## src/rtl/bus_master_pkg.sv

```systemverilog
// Shared types and defaults for the two-master bus requester.
package bus_master_pkg;
    localparam int AW_DEFAULT = 8;
    localparam int DW_DEFAULT = 8;
    localparam int LW_DEFAULT = 4;
    localparam int STATE_W    = 2;

    typedef enum logic [STATE_W-1:0] {
        IDLE    = 2'd0,
        REQ     = 2'd1,
        XFER    = 2'd2,
        RELEASE = 2'd3
    } state_t;
endpackage

```

## src/rtl/bus_beat_counter.sv

```systemverilog
// Loadable beat address incrementer and remaining-beat down-counter.
module bus_beat_counter
    import bus_master_pkg::*;
#(
    parameter int AW = AW_DEFAULT,
    parameter int LW = LW_DEFAULT
) (
    input  logic          clk,
    input  logic          reset,
    input  logic          load,
    input  logic          step,
    input  logic [AW-1:0] load_addr,
    input  logic [LW-1:0] load_len,
    output logic [AW-1:0] addr,
    output logic          last
);
    logic [LW-1:0] beats_left;

    always_ff @(posedge clk or posedge reset) begin
        if (reset) begin
            addr       <= '0;
            beats_left <= '0;
        end else if (load) begin
            addr       <= load_addr;
            beats_left <= load_len;
        end else if (step) begin
            addr       <= addr + 1'b1;
            beats_left <= beats_left - 1'b1;
        end
    end

    assign last = (beats_left == '0);
endmodule

```

## src/rtl/bus_master_if.sv

```systemverilog
// Master-side requester: one command -> request, granted burst, one-cycle release.
// Optional grant-wait timeout enabled by defining BUS_MASTER_TIMEOUT_EN.
module bus_master_if
    import bus_master_pkg::*;
#(
    parameter int AW      = AW_DEFAULT,
    parameter int DW      = DW_DEFAULT,
    parameter int LW      = LW_DEFAULT,
    parameter int TIMEOUT = 16
) (
    input  logic          clk,
    input  logic          reset,
    input  logic          cmd_valid,
    output logic          cmd_ready,
    input  logic          cmd_wr,
    input  logic [AW-1:0] cmd_addr,
    input  logic [DW-1:0] cmd_wdata,
    input  logic [LW-1:0] cmd_len,
    output logic          M_request,
    input  logic          M_grant,
    output logic [AW-1:0] M_address,
    output logic          M_wr,
    output logic [DW-1:0] M_dout,
    input  logic [DW-1:0] M_din,
    output logic          rsp_valid,
    output logic [DW-1:0] rsp_rdata,
    output logic          done,
    output logic          err
);
    state_t        state;
    logic          wr_q;
    logic [DW-1:0] wdata_q;
    logic [AW-1:0] beat_addr;
    logic          last_beat;
    logic          beat;
    logic          load;
    logic          timeout_hit;

    assign beat = (state == XFER) && M_grant;
    assign load = (state == IDLE) && cmd_valid && cmd_ready;

    bus_beat_counter #(.AW(AW), .LW(LW)) u_beat_counter (
        .clk       (clk),
        .reset     (reset),
        .load      (load),
        .step      (beat),
        .load_addr (cmd_addr),
        .load_len  (cmd_len),
        .addr      (beat_addr),
        .last      (last_beat)
    );

    // Bus side is gated live by grant so a lost grant never shows a stale beat.
    assign M_address = beat ? beat_addr : '0;
    assign M_wr      = beat & wr_q;
    assign M_dout    = beat ? wdata_q : '0;

`ifdef BUS_MASTER_TIMEOUT_EN
    localparam int TW = $clog2(TIMEOUT + 1);
    logic [TW-1:0] wait_cnt;

    always_ff @(posedge clk or posedge reset) begin
        if (reset)
            wait_cnt <= '0;
        else if ((state == REQ) && !M_grant)
            wait_cnt <= wait_cnt + 1'b1;
        else
            wait_cnt <= '0;
    end

    assign timeout_hit = (state == REQ) && !M_grant && (wait_cnt == TW'(TIMEOUT - 1));
`else
    assign timeout_hit = 1'b0;
`endif

    always_ff @(posedge clk or posedge reset) begin
        if (reset) begin
            state     <= IDLE;
            cmd_ready <= 1'b1;
            M_request <= 1'b0;
            wr_q      <= 1'b0;
            wdata_q   <= '0;
            rsp_valid <= 1'b0;
            rsp_rdata <= '0;
            done      <= 1'b0;
            err       <= 1'b0;
        end else begin
            rsp_valid <= 1'b0;
            done      <= 1'b0;
            err       <= 1'b0;
            case (state)
                IDLE: begin
                    if (load) begin
                        wr_q      <= cmd_wr;
                        wdata_q   <= cmd_wdata;
                        M_request <= 1'b1;
                        cmd_ready <= 1'b0;
                        state     <= REQ;
                    end
                end
                REQ: begin
                    if (M_grant) begin
                        state <= XFER;
                    end else if (timeout_hit) begin
                        M_request <= 1'b0;
                        cmd_ready <= 1'b1;
                        err       <= 1'b1;
                        state     <= IDLE;
                    end
                end
                XFER: begin
                    if (M_grant) begin
                        if (!wr_q) begin
                            rsp_valid <= 1'b1;
                            rsp_rdata <= M_din;
                        end
                        if (last_beat) begin
                            M_request <= 1'b0;
                            done      <= 1'b1;
                            state     <= RELEASE;
                        end
                    end else begin
                        state <= REQ;
                    end
                end
                RELEASE: begin
                    cmd_ready <= 1'b1;
                    state     <= IDLE;
                end
                default: state <= IDLE;
            endcase
        end
    end
endmodule
```

## config.mk

```make
export PLATFORM = sky130hd
export DESIGN_NAME = bus_master_if
export DESIGN_NICKNAME = d
export VERILOG_FILES = /design/src/rtl/bus_master_pkg.sv /design/src/rtl/bus_beat_counter.sv /design/src/rtl/bus_master_if.sv
export SDC_FILE = /design/constraint.sdc
export NUM_CORES = 1
export LEC_CHECK = 0
export CORE_ASPECT_RATIO = 1.2
export CORE_MARGIN = 10
export CORE_UTILIZATION = 30
export DETAILED_ROUTE_END_ITERATION = 10
export PLACE_DENSITY = 0.63
export SYNTH_ARGS = -nofsm -noshare
export SYNTH_HDL_FRONTEND = slang
export SYNTH_SLANG_ARGS = --single-unit
export TNS_END_PERCENT = 1
```

## constraint.sdc

```tcl
create_clock -name clk -period 2.2 [get_ports clk]
set_clock_uncertainty 0.2 [all_clocks]
set_input_delay 0.22 -clock clk [delete_from_list [all_inputs] [get_ports clk]]
set_output_delay 0.22 -clock clk [all_outputs]
set_load 0.01 [all_outputs]
```

==> key figures, run 1 <==
Timing
  • RSZ-0062 raised after global routing: no
  • Tmin final: 1.798 ns
  • Final setup viols: 0
  • Crit share post-route: 0.8174
  • Final Hold Violating Endpoints: 0
  • Fmax: 556.1 MHz
  • Worst hold slack: 0.2658 ns
  • Setup_tns: 0 ns
  • Slew Viols, Final: 0

Critical path
  • Critical path fanouts, max: 5
  • Crit. End Element: output pin
  • Crit path arrival time: 1.38 ns
  • Critical path class: reg -> out
  • Slowest library cell on the worst path: dfstp_2
  • CP startpoint: cmd_ready
  • Crit path buffers/inverters: 1
  • Cells along the critical path: clkdlybuf4s50_1
  • Crit path launch type: flip-flop
  • R2r startpoint: state[0]
  • Slowest stage delay, CP: 0.56 ns
  • CP delay by family, top: flip-flops
  • Worst Path Required: 1.78 ns

Global routing
  • GRT Resource Usage Total: 0.09843
  • First-pass GRT wire length: 7.286 mm
  • Vias in the first global route: 1,508
  • Largest net degree at the start of global routing: 29
  • Initial antenna violation count: 0
  • Final global-route overflow total: 0

Floorplanning
  • Initial Utilization: 0.3084
  • Core Area: 5668 µm²
  • # IOs: 63
  • FP Rows: 30
  • Die ar.: 9292 µm²
  • Die X: 89.68 µm
  • Die height: 103.6 µm

Cells and area
  • Fin util: 0.4620
  • # nets final: 272
  • Fill cells: 548
  • Fin area: 2619 µm²
  • Share of post-route cells with drive strength above 1: 0.1597
  • P&R area growth vs syn: 49.82%
  • Ant. Diodes: 0

Logic synthesis
  • Area contributors post-synth: dfrtp_1, nand2_1, and2_1, mux2_2, buf_6
  • Syn_area_per_cell: 10.34 µm²
  • Synth Flop Type: dfrtp_1
  • Async set-or-reset flop fraction in the synthesized netlist: 1.000
  • Syn Inst Count: 169
  • Post-synth EDFFs: 0
  • Warnings, synthesis: 0
  • Post-synthesis sequential area ratio: 0.5018
  • Most numerous cell in the Yosys netlist: nand2_1
  • Synth area leader: dfrtp_1
  • Top cell type's share of synthesized area: 0.4868
  • Syn nets: 204
  • Flops & latches, synth: 35
  • Synth Cell Area: 1748 µm²
  • Post-synth cell types: 40
  • Top cells by count, synth: nand2_1, dfrtp_1, and2_1, nor2_1, mux2_2

Clocking
  • Clock sinks: 35
  • Clock Tree Root: clkbuf_8
  • CTS tree: built
  • Deepest clock path buffer count: 2
  • TritonCTS Buffers: 5
  • H-tree Lvls: 2
  • Clk pin slew, worst setup/hold paths: 0.07 ns
  • Later-pin clock latency in the skew report: 0.28 ns
  • Post CTS Setup Buffer Count: 0

Place
  • Placed Area: 2466 µm²
  • DPL Wire Length: 3.293 mm
  • Port bufs: 61
  • Routability cong.: 0.7352

Detailed routing
  • Initial DRC Count: 45
  • Antenna-violating nets left: 0
  • DRT Wirelength: 4.357 mm
  • Wirelength per Cell: 13.70 µm
  • Via/cell ratio: 4.371
  • First-pass detailed-route iteration total: 4
  • Routed vias: 1,390
  • DRC violations left: 0

Status
  • Result of the run: complete, no violations

Power
  • Pleak: 1.518 nW
  • Total Power: 1.225 mW
  • Maximum vdd drop: 0.0002517 V
  • Power Density: 467.8 nW/µm²

Min path
  • Hold Startpoint: cmd_wdata[6]
  • Type of the worst min-delay path: in -> reg

Run
  • # Max-Cap Violations: 0
## sequential cells by signal, summed over array words and instances, names as in the netlist
register / flops
rsp_rdata: 8
wr_q: 1
u_beat_counter.beats_left: 4
u_beat_counter.addr: 8
state: 2
M_request: 1
rsp_valid: 1
cmd_ready: 1
wdata_q: 8
done: 1
## logic make-up (layout without fill, tap and decap cells)
group	count (synthesis)	in the layout	share of synthesized area
xor+xnor	5	5	0.02506
simple gates	83	83	0.2584
fa+ha+maj	2	2	0.01431
flops	35	35	0.5018
other cells	1	1	0.002145
buf+inv	16	85	0.06155
compound gates	19	19	0.08518
mux	8	8	0.05154
## placed cells by master (no fill, tap or decap), types with 2 or more instances in the layout
cell,netlist,routed
dlymetal6s2s_1,0,17
nor2_1,11,11
xor2_1,3,3
nand2_1,36,36
buf_12,0,2
ha_1,2,2
buf_4,2,7
inv_1,6,6
a221o_1,2,2
dfrtp_1,34,34
and2_1,19,19
xnor2_1,2,2
a32oi_1,2,2
clkbuf_8,0,7
mux2_2,8,8
nand4_1,2,2
clkdlybuf4s50_1,0,44
nand3_1,2,2
a211oi_1,2,2
nor2_2,2,2
o21ai_0,6,6
## routing by layer
metal | GRT usage | routed length, µm | up-vias | share of wire
li1 | - | - | 693 | -
met1 | 0.1113 | 1832 | 653 | 0.42
met2 | 0.1558 | 2069 | 39 | 0.47
met3 | 0.04859 | 402 | 5 | 0.092
met4 | 0.03189 | 52 | 0 | 0.012
met5 | 0 | 0 | - | 0
## worst paths after layout
check / to / slack (ns) / cells after the start
worst min-delay path: wdata_q[6] / 0.27 / 3
worst max-delay path: cmd_ready / 0.40 / 1
min in group asynchronous: rsp_rdata[7] / 0.57 / 3
worst max register to register: u_beat_counter.beats_left[1] / 0.50 / 4
worst min register to register: wdata_q[7] / 0.27 / 2
max in group asynchronous: cmd_ready / 0.71 / 4
## where the power goes
part | internal (mW) | switching [mW]
clock network | 0.286 | 0.215
registers | 0.643 | 0
logic | 0.0564 | 0.0250
## timing repair
action | CTS | global route
gates resized for setup | 0 | 17
hold endpoints to repair | 7 | 0
hold buffers | 1 | 0
setup endpoints to repair | 0 | 17
## cell type report
cell class              count  area [µm²]  area share
flip-flops and latches     35       877.1      0.3349
inverters                   6       22.52    0.008600
repair buffers             71       755.7      0.2886
clock buffers               8       100.1     0.03822
well taps                  80       100.1     0.03822
multi-input cells         118       763.2      0.2914
## metrics by stage
stage	std cells	setup WS, ns
after floorplan	169	0.5709
after global placement	309	0.008111
after detailed placement	309	0.006171
after CTS	318	0.001082
after global routing	318	0.3106
final	318	0.4017
Note: power is estimated with default switching activity, not from simulation.
==> inputs of run 2 (changes only) <==
PLACE_DENSITY = 0.66   (was 0.63)
clock period = 1.45 ns   (was 2.2 ns; I/O delays follow)
==> key figures, run 2 (synthesis gave the netlist of run 1 again) <==
Place
  • Placed Area: 2559 µm² (was 2466 µm²)
  • Port bufs: 61 (unchanged)
  • DPL Wire Length: 3.487 mm (was 3.293 mm)
  • Routability cong.: 0.7743 (was 0.7352)

Cells and area
  • Fin area: 2918 µm² (was 2619 µm²)
  • Commonest cells after routing, fill and taps aside: nand2_1, dfrtp_1, clkdlybuf4s50_1 (was clkdlybuf4s50_1, nand2_1, dfrtp_1)
  • P&R area growth vs syn: 66.93% (was 49.82%)
  • Share of post-route cells with drive strength above 1: 0.3629 (was 0.1597)
  • Commonest non-fill, non-tap cell in the layout: nand2_1 (was clkdlybuf4s50_1)
  • Top Registers: rsp_rdata x8, u_beat_counter.addr x8, wdata_q x8 (unchanged)
  • # nets final: 293 (was 272)
  • Ant. Diodes: 0 (unchanged)
  • Fill cells: 527 (was 548)

Critical path
  • Worst Path Required: 1.11 ns (was 1.78 ns)
  • R2r setup slk: -0.30 ns (was 0.50 ns)
  • Crit path launch type: flip-flop (unchanged)
  • Critical path fanouts, max: 5 (unchanged)
  • Crit path arrival time: 1.43 ns (was 1.38 ns)
  • Crit. End Element: output pin (unchanged)
  • Critical path class: reg -> out (unchanged)

Global routing
  • Largest net degree at the start of global routing: 20 (was 29)
  • Vias in the first global route: 1,609 (was 1,508)
  • Final global-route overflow total: 0 (unchanged)
  • Initial antenna violation count: 0 (unchanged)
  • GRT Resource Usage Total: 0.1085 (was 0.09843)
  • First-pass GRT wire length: 7.990 mm (was 7.286 mm)

Detailed routing
  • First-pass detailed-route iteration total: 4 (unchanged)
  • Initial DRC Count: 72 (was 45)
  • Antenna-violating nets left: 0 (unchanged)
  • DRC violations left: 0 (unchanged)
  • Via/cell ratio: 4.504 (was 4.371)
  • Wirelength per Cell: 14.60 µm (was 13.70 µm)
  • Routed vias: 1,527 (was 1,390)
  • DRT Wirelength: 4.950 mm (was 4.357 mm)

Power
  • Maximum vdd drop: 0.0004006 V (was 0.0002517 V)
  • Total Power: 2.011 mW (was 1.225 mW)
  • Pleak: 1.472 nW (was 1.518 nW)
  • Power Density: 689.1 nW/µm² (was 467.8 nW/µm²)

Timing
  • Fmax: 564.2 MHz
  • Slew Viols, Final: 0 (unchanged)
  • RSZ-0062 raised after global routing: yes (was no)
  • Tmin final: 1.772 ns
  • Setup WS post-layout: -0.3224 ns (was 0.4017 ns)
  • Final Hold Violating Endpoints: 0 (unchanged)
  • Final setup viols: 48 (was 0)
  • Crit share post-route: 1.222

Floorplanning
  • FP Rows: 30 (unchanged)
  • Die ar.: 9292 µm² (unchanged)
  • Initial Utilization: 0.3084 (unchanged)
  • Die height: 103.6 µm (unchanged)
  • # IOs: 63 (unchanged)
  • Die X: 89.68 µm (unchanged)
  • Core Area: 5668 µm² (unchanged)

Status
  • Failing checks: negative setup slack
  • Result of the run: complete, but fails checks (was complete, no violations)

Run
  • # Max-Cap Violations: 0 (unchanged)

Clocking
  • H-tree Lvls: 2 (unchanged)
  • Clk pin slew, worst setup/hold paths: 0.07 ns (about the same)
  • Deepest clock path buffer count: 2 (unchanged)
  • Clock sinks: 35 (unchanged)
  • CTS tree: built (unchanged)
  • TritonCTS Buffers: 5 (unchanged)
  • Later-pin clock latency in the skew report: 0.28 ns (about the same)
  • Clock Tree Root: clkbuf_8 (unchanged)

Min path
  • Type of the worst min-delay path: in -> reg (unchanged)
[run 2: routing by layer]
layer	up-vias	track usage	wire, µm
li1	743	-	-
met1	738	0.1255	2082
met5	-	0	0
met2	41	0.1760	2426
met3	5	0.04781	395
met4	0	0.02733	45
[run 2: final cells by class]
type	instances	area, µm²	area share
Timing Repair Buffer	92	975.9	0.3345
Sequential cell	35	877.1	0.3006
Multi-Input combinational cell	118	824.5	0.2826
Tap cell	80	100.1	0.03431
Clock buffer	6	82.58	0.02830
Clock inverter	2	35.03	0.01201
Inverter	6	22.52	0.007719
[run 2: stage by stage]
step	setup WS [ns]	util	setup TNS [ns]	std cells	hold slack [ns]
6_report	-0.3224	0.5148	-11.36	339	0.1896
5_1_grt	-0.3789	0.5148	-14.05	339	0.1950
4_1_cts	-0.3211	0.5055	-10.71	338	0.1818
3_5_place_dp	-0.5588	0.4514	-18.36	323	0.2551
3_3_place_gp	-0.5614	0.4514	-18.02	323	0.2511
2_1_floorplan	-0.1273	-	-3.428	169	0.05044
[run 2: critical path, cell delays in order, from the launching register on]
cell and delay (ns):
dfrtp_1 0.38, and3b_2 0.28, buf_6 0.14, buf_12 0.12, and2_4 0.13, buf_6 0.09
[run 2: final timing paths]
| kind | startpoint | end | depth (start not counted) |
|---|---|---|---|
| setup / recovery | state[0] | M_address[0] | 5 |
| hold / removal | cmd_wdata[1] | wdata_q[1] | 3 |
| setup reg to reg | state[0] | u_beat_counter.beats_left[1] | 7 |
| hold reg to reg | wdata_q[7] | wdata_q[7] | 2 |
| max in group asynchronous | reset | cmd_ready | 4 |
| min in group asynchronous | reset | rsp_rdata[0] | 4 |
[run 2: power breakdown]
group	switching [mW]	total, mW	leakage, nW	internal, mW
combinational	0.0369	0.121	0.925	0.0837
sequential	0	0.976	0.486	0.976
clock	0.358	0.914	0.0612	0.556
total	0.395	2.01	1.47	1.62
[run 2: repair_timing]
action / 4_1_cts / 5_1_grt
endpoints found under the hold margin: 15 / 0
pin swaps: 24 / 4
setup buffers: 4 / 1
hold buffers: 1 / 0
resized for setup: 128 / 8
cloned: 3 / 0
endpoints found under the setup margin: 60 / 48
